==> src/rtl/multi_channel_counter.sv <==
// Bank of independent up/down counters sharing one prescaler.
// Each channel has direction, wrap/saturate mode, parallel load and a terminal-count pulse.
module multi_channel_counter #(
    parameter int unsigned WIDTH    = 8,
    parameter int unsigned CHANNELS = 4,
    parameter int unsigned PRESCALE = 1
) (
    input  logic                         clk,
    input  logic                         reset,
    input  logic                         clear,
    input  logic [CHANNELS-1:0]          enable,
    input  logic [CHANNELS-1:0]          up,
    input  logic [CHANNELS-1:0]          sat,
    input  logic [CHANNELS-1:0]          load,
    input  logic [CHANNELS*WIDTH-1:0]    load_value,
    output logic [CHANNELS*WIDTH-1:0]    count,
    output logic [CHANNELS-1:0]          tc,
    output logic                         tick
);

    localparam int unsigned     PRE_W    = (PRESCALE > 1) ? $clog2(PRESCALE) : 1;
    localparam logic [PRE_W-1:0] PRE_LAST = PRE_W'(PRESCALE - 1);
    localparam logic [WIDTH-1:0] CNT_MAX  = '1;

    logic [PRE_W-1:0]                pre_q;
    logic [CHANNELS-1:0][WIDTH-1:0]  cnt_q;
    logic [CHANNELS-1:0][WIDTH-1:0]  cnt_d;
    logic [CHANNELS-1:0]             tc_d;

    // With PRESCALE=1 the prescaler sits at 0 and tick is permanently high.
    assign tick  = (pre_q == PRE_LAST);
    assign count = cnt_q;

    // Free-running prescaler, restarted only by reset or clear.
    always_ff @(posedge clk or posedge reset) begin
        if (reset) begin
            pre_q <= '0;
        end else if (clear) begin
            pre_q <= '0;
        end else if (tick) begin
            pre_q <= '0;
        end else begin
            pre_q <= pre_q + PRE_W'(1);
        end
    end

    // Per-channel next value: load beats step; tc flags a step taken at the limit.
    always_comb begin
        cnt_d = cnt_q;
        tc_d  = '0;
        for (int i = 0; i < int'(CHANNELS); i++) begin
            if (load[i]) begin
                cnt_d[i] = load_value[i*WIDTH +: WIDTH];
            end else if (tick && enable[i]) begin
                if (up[i]) begin
                    if (cnt_q[i] == CNT_MAX) begin
                        tc_d[i]  = 1'b1;
                        cnt_d[i] = sat[i] ? CNT_MAX : '0;
                    end else begin
                        cnt_d[i] = cnt_q[i] + WIDTH'(1);
                    end
                end else begin
                    if (cnt_q[i] == '0) begin
                        tc_d[i]  = 1'b1;
                        cnt_d[i] = sat[i] ? '0 : CNT_MAX;
                    end else begin
                        cnt_d[i] = cnt_q[i] - WIDTH'(1);
                    end
                end
            end
        end
    end

    always_ff @(posedge clk or posedge reset) begin
        if (reset) begin
            cnt_q <= '0;
            tc    <= '0;
        end else if (clear) begin
            cnt_q <= '0;
            tc    <= '0;
        end else begin
            cnt_q <= cnt_d;
            tc    <= tc_d;
        end
    end

endmodule

==> config.mk <==
export PLATFORM = sky130hd
export DESIGN_NAME = multi_channel_counter
export DESIGN_NICKNAME = d
export VERILOG_FILES = /design/src/rtl/multi_channel_counter.sv
export SDC_FILE = /design/constraint.sdc
export NUM_CORES = 1
export LEC_CHECK = 0
export BUFFER_PORTS_ARGS = -buffer_cell sky130_fd_sc_hd__buf_2
export CORE_MARGIN = 2
export CORE_UTILIZATION = 34
export CTS_CLUSTER_SIZE = 8
export DETAILED_ROUTE_END_ITERATION = 8
export REMOVE_ABC_BUFFERS = 1
export SLEW_MARGIN = 10
export SYNTH_ARGS = -nofsm -noshare
export SYNTH_HDL_FRONTEND = slang
export SYNTH_SLANG_ARGS = --single-unit
==> constraint.sdc <==
create_clock -name clk -period 5.6 [get_ports clk]
set_input_delay 0.28 -clock clk [delete_from_list [all_inputs] [get_ports clk]]
set_output_delay 0.28 -clock clk [all_outputs]
set_load 0.1 [all_outputs]
# --- After elaboration in Yosys (flattened, before gate mapping) ---
# Index checks and enable logic that the tools add are counted.
classes:
  add_sub_neg: 9
  eq_ne: 4
  n_mux: 52
  bitwise_logic: 1
  n_reduce_logical: 12
op_table:
  columns: ["operator", "n"]
  rows:
  - ["8-bit 2-to-1 mux", 28]
  - ["8-bit by 1-bit adder with 8-bit output (second input constant)", 4]
  - ["8-bit equality test (second input constant)", 4]
  - ["8-bit zero test", 4]
  - ["32-bit 2-to-1 mux", 1]
  - ["8-bit by 1-bit subtractor with 8-bit output (second input constant)", 4]
  - ["1-bit 2-to-1 mux", 22]
  - ["3-bit nonzero test", 4]
  - ["1-bit logical AND", 4]
  - ["4-bit 2-to-1 mux", 1]
  - ["1-bit adder (second input constant)", 1]
  - ["1-bit inverter", 1]
totals:
  register_bits: 37
  input_bits: 51
  elab_cells: 84

# --- Longest topological paths before layout ---
depth:
  ltp_word: 6
  ltp_mapped: 8

# --- Worst setup path after synthesis ---
# Ideal clock, no wire load.
synth_timing:
  path_kind: "register to register"
  from: "register cnt_q (netlist bit count[8])"
  to: "register cnt_q (netlist bit count[12])"
  t_arrival_ns: 2.555
  path_slack_ns: 2.942
  stages_incl_launch_ff: 8
  path_buffers: 1
  path_cell_list: "dfrtp_1 clkbuf_1 inv_1 ha_1 and4b_1 a31oi_1 o311ai_0 a221oi_1"
synth_via:
  elab_chain_len: 6
synth_rtl:
  columns: ["element", "line_no", "source"]
  rows:
  - ["start: declaration", "26", "logic [CHANNELS-1:0][WIDTH-1:0] cnt_q;"]
  - ["start signal: assignment", "82", "cnt_q <= cnt_d;"]
  - ["8-bit by 1-bit subtractor with 8-bit output (tied with other cells)", "67", "cnt_d[i] = cnt_q[i] - WIDTH'(1);"]
  - ["8-bit 2-to-1 mux, on equally long branches", "63, 56", null]
  - ["8-bit 2-to-1 mux (*)", "55", "if (up[i]) begin"]
  - ["8-bit 2-to-1 mux (*)", "54", "end else if (tick && enable[i]) begin"]
  - ["8-bit 2-to-1 mux (*)", "52", "if (load[i]) begin"]
  - ["32-bit 2-to-1 mux (*)", "78", "end else if (clear) begin"]
# Every way passes the cells marked *; elsewhere a longest branch is shown, timed or not. The select of a mux whose other input is x is not followed.
# A chain may end at the register's enable or synchronous reset.

# --- Worst setup path in the final report ---
layout_timing:
  from: "register cnt_q (netlist bit count[8])"
  to: "register cnt_q (netlist bit count[9])"
# The elaborated chain is that of the path after synthesis.

==> results.ini <==
[grt]
grt_pass1_wl_um=18200
grt_max_degree=37
grt_overflow=0
grt_pass1_vias=3623
grt_use_total=0.192
antenna_found_initial=0

[synth]
synthCells=495
synth-async-reset-ratio=1.00
synth_top_area_cell=dfrtp_1
synth_top_area_share=0.242
syn_avg_cell_area_um2=7.53
synth.area.top_cells=dfrtp_1, a21oi_1, nor2_1, o21ai_0, ha_1
ys.flop_type=dfrtp_1
synth_edf_count=0
yosysUniqueCellTypes=73
ys_seq_area_frac=0.242
ys_seq_elements=36
synth_area_mm2=0.00373
ys_warn_count=0

[sta]
tightestPinTransition_ns=0.649
clock_skew_ns=0.00393
maxSlewViolCount=0
slew_headroom=0.563
setup_viol=0
rsz0062_at_grt=no
layout_setup_ws_ns=3.35
min_period_over_period=0.403
timing.fmax_ghz=0.444
fin_crit_ns=2.25
finalHoldViolCount=0
fin_hold_ws_ns=0.105
fin_tns_setup_ns=0

[worst_setup_path]
worst_setup_path_end_kind=flip-flop
slowest_delay_ns=0.55
crit_slowest_cell=dfrtp_1
crit_buf_inv=1
cp.required_ns=5.79
ff2ff_setup_slack_ns=3.35
worstSetupStartpoint=count[8]
critPathTopFamily=compound AO/OA/AOI/OAI gates
cp_max_fo=11
rr_startpoint=count[8]
crit_type=flip-flop to flip-flop
worstPathArrival_ns=2.45
cp-start-kind=flip-flop
worstPathCellList=inv_1, ha_1, and4b_1, a31oi_1, o311ai_0, a221oi_1

[final_layout]
fin_util=0.393
drive_gt1_frac=0.207
antennaDiodeCount=0
area_growth_pct=13.4
final_common_cell=buf_2
fin_nets=605
fillers=1182
final_cell_mix=buf_2, a21oi_1, nor2_1

[floorplanning]
core_mm2=0.0107
die-area_mm2=0.0118
die_w_um=109
rows=38
initial_core_util=0.347
io_pins=88
die_h_um=109

[cts]
cts_root_buffer=clkbuf_8
clock_sinks=36
path_clk_slew_ns=0.08
postCtsSetupBuffers=0
numCtsBuffers=5
cts_tree=done
clock_tree.buffer_depth=2
cts_hold_buffers=0
ctsResizeCount=0
clk-insertion-delay-late_ns=0.30
htree_levels=2

[routing]
drtAntennaViolNets=0
drc=0
via_per_inst=5.92
wl_per_cell_um=16.4
vias=4063
wl_um=11200
first_iter_violations=204
drt_first_pass_iters=6

[pwr]
peakVddDrop_v=0.0000833
power_leakage_uw=0.00185
power.density_mw_per_mm2=229

[placement]
gp_congestion=0.885
numPortBuffers=86
dp_worst_setup_slack_ns=3.39
dp_hpwl_um=8020

[run_status]
outcome=complete, no violations

[flow_run]
max-cap-violations=0

[worst_hold_path]
hp-class=primary input to async pin

## worst paths after layout
| check | end | depth (start not counted) |
|---|---|---|
| max | count[9] | 6 |
| min | count[16] | 3 |
| max reg2reg | count[9] | 6 |
| min reg2reg | count[2] | 2 |
| max in group asynchronous | count[14] | 3 |
| min in group clk | count[14] | 3 |
## worst register-to-register path, delay by kind of cell, from the launching register on
family / cells / cell delay (ns)
compound gates: 3 / 0.97
fa+ha+maj: 1 / 0.26
buf+inv: 1 / 0.11
flops: 1 / 0.55
simple gates: 1 / 0.26
## through the flow
step	cell area (um2)	cells	power, uW
2_1_floorplan	3510	450	649
5_1_grt	4220	686	1030
4_1_cts	4220	686	977
3_3_place_gp	4130	678	760
3_5_place_dp	4130	678	763
6_report	4220	686	968
## per-layer routing
metal,vias up,share of wire,GRT usage
met5,-,0,0
met3,23,0.060,0.0251
met1,1916,0.45,0.263
met2,165,0.48,0.313
li1,1959,-,-
met4,0,0.017,0.0641
## synth_stat cells (all sizes together) (6+ instances only)
| master | count |
|---|---|
| a221oi | 6 |
| mux2i | 10 |
| nand4 | 9 |
| xor2 | 7 |
| o21ai | 30 |
| nand3 | 13 |
| nand2 | 28 |
| a22oi | 11 |
| clkbuf | 28 |
| nor4 | 8 |
| a211oi | 8 |
| ha | 9 |
| a21oi | 44 |
| nor2b | 8 |
| o22ai | 6 |
| nor2 | 42 |
| nor3 | 17 |
| a31oi | 11 |
| and3 | 13 |
| dfrtp | 36 |
| nand2b | 10 |
| buf | 16 |
| nor3b | 6 |
| inv | 28 |
## state kept, by name (all words and copies together), names as in the netlist
register / flops
count: 32
tc: 4
## where the power goes
part / total (uW) / leakage (uW) / switching [uW] / internal (uW)
Sequential: 330 / 0.000475 / 52.0 / 278
Combinational: 431 / 0.00133 / 305 / 126
Clock: 207 / 0.0000455 / 106 / 101
Total: 968 / 0.00185 / 464 / 505
## layout make-up
cell class / instances / area, um2 / area share
Sequential cell: 36 / 901 / 0.213
Timing Repair Buffer: 88 / 445 / 0.105
Inverter: 28 / 105 / 0.0249
Multi-Input combinational cell: 386 / 2510 / 0.594
Tap cell: 140 / 175 / 0.0415
Clock buffer: 8 / 90.1 / 0.0213
## cell families (layout without fill, tap and decap cells)
family                     Yosys count  count (layout)  synth area share
DFF                                 36              36             0.242
muxes                               13              13            0.0359
buffers and inverters               73             124            0.0853
xor gates and xnor gates            11              11            0.0259
and+or+nand+nor                    182             182             0.274
adders and majority gates            9               9            0.0302
AOI/OAI and AO/OA                  170             170             0.306
other                                1               1           0.00101
(Power assumes the default switching activity.)
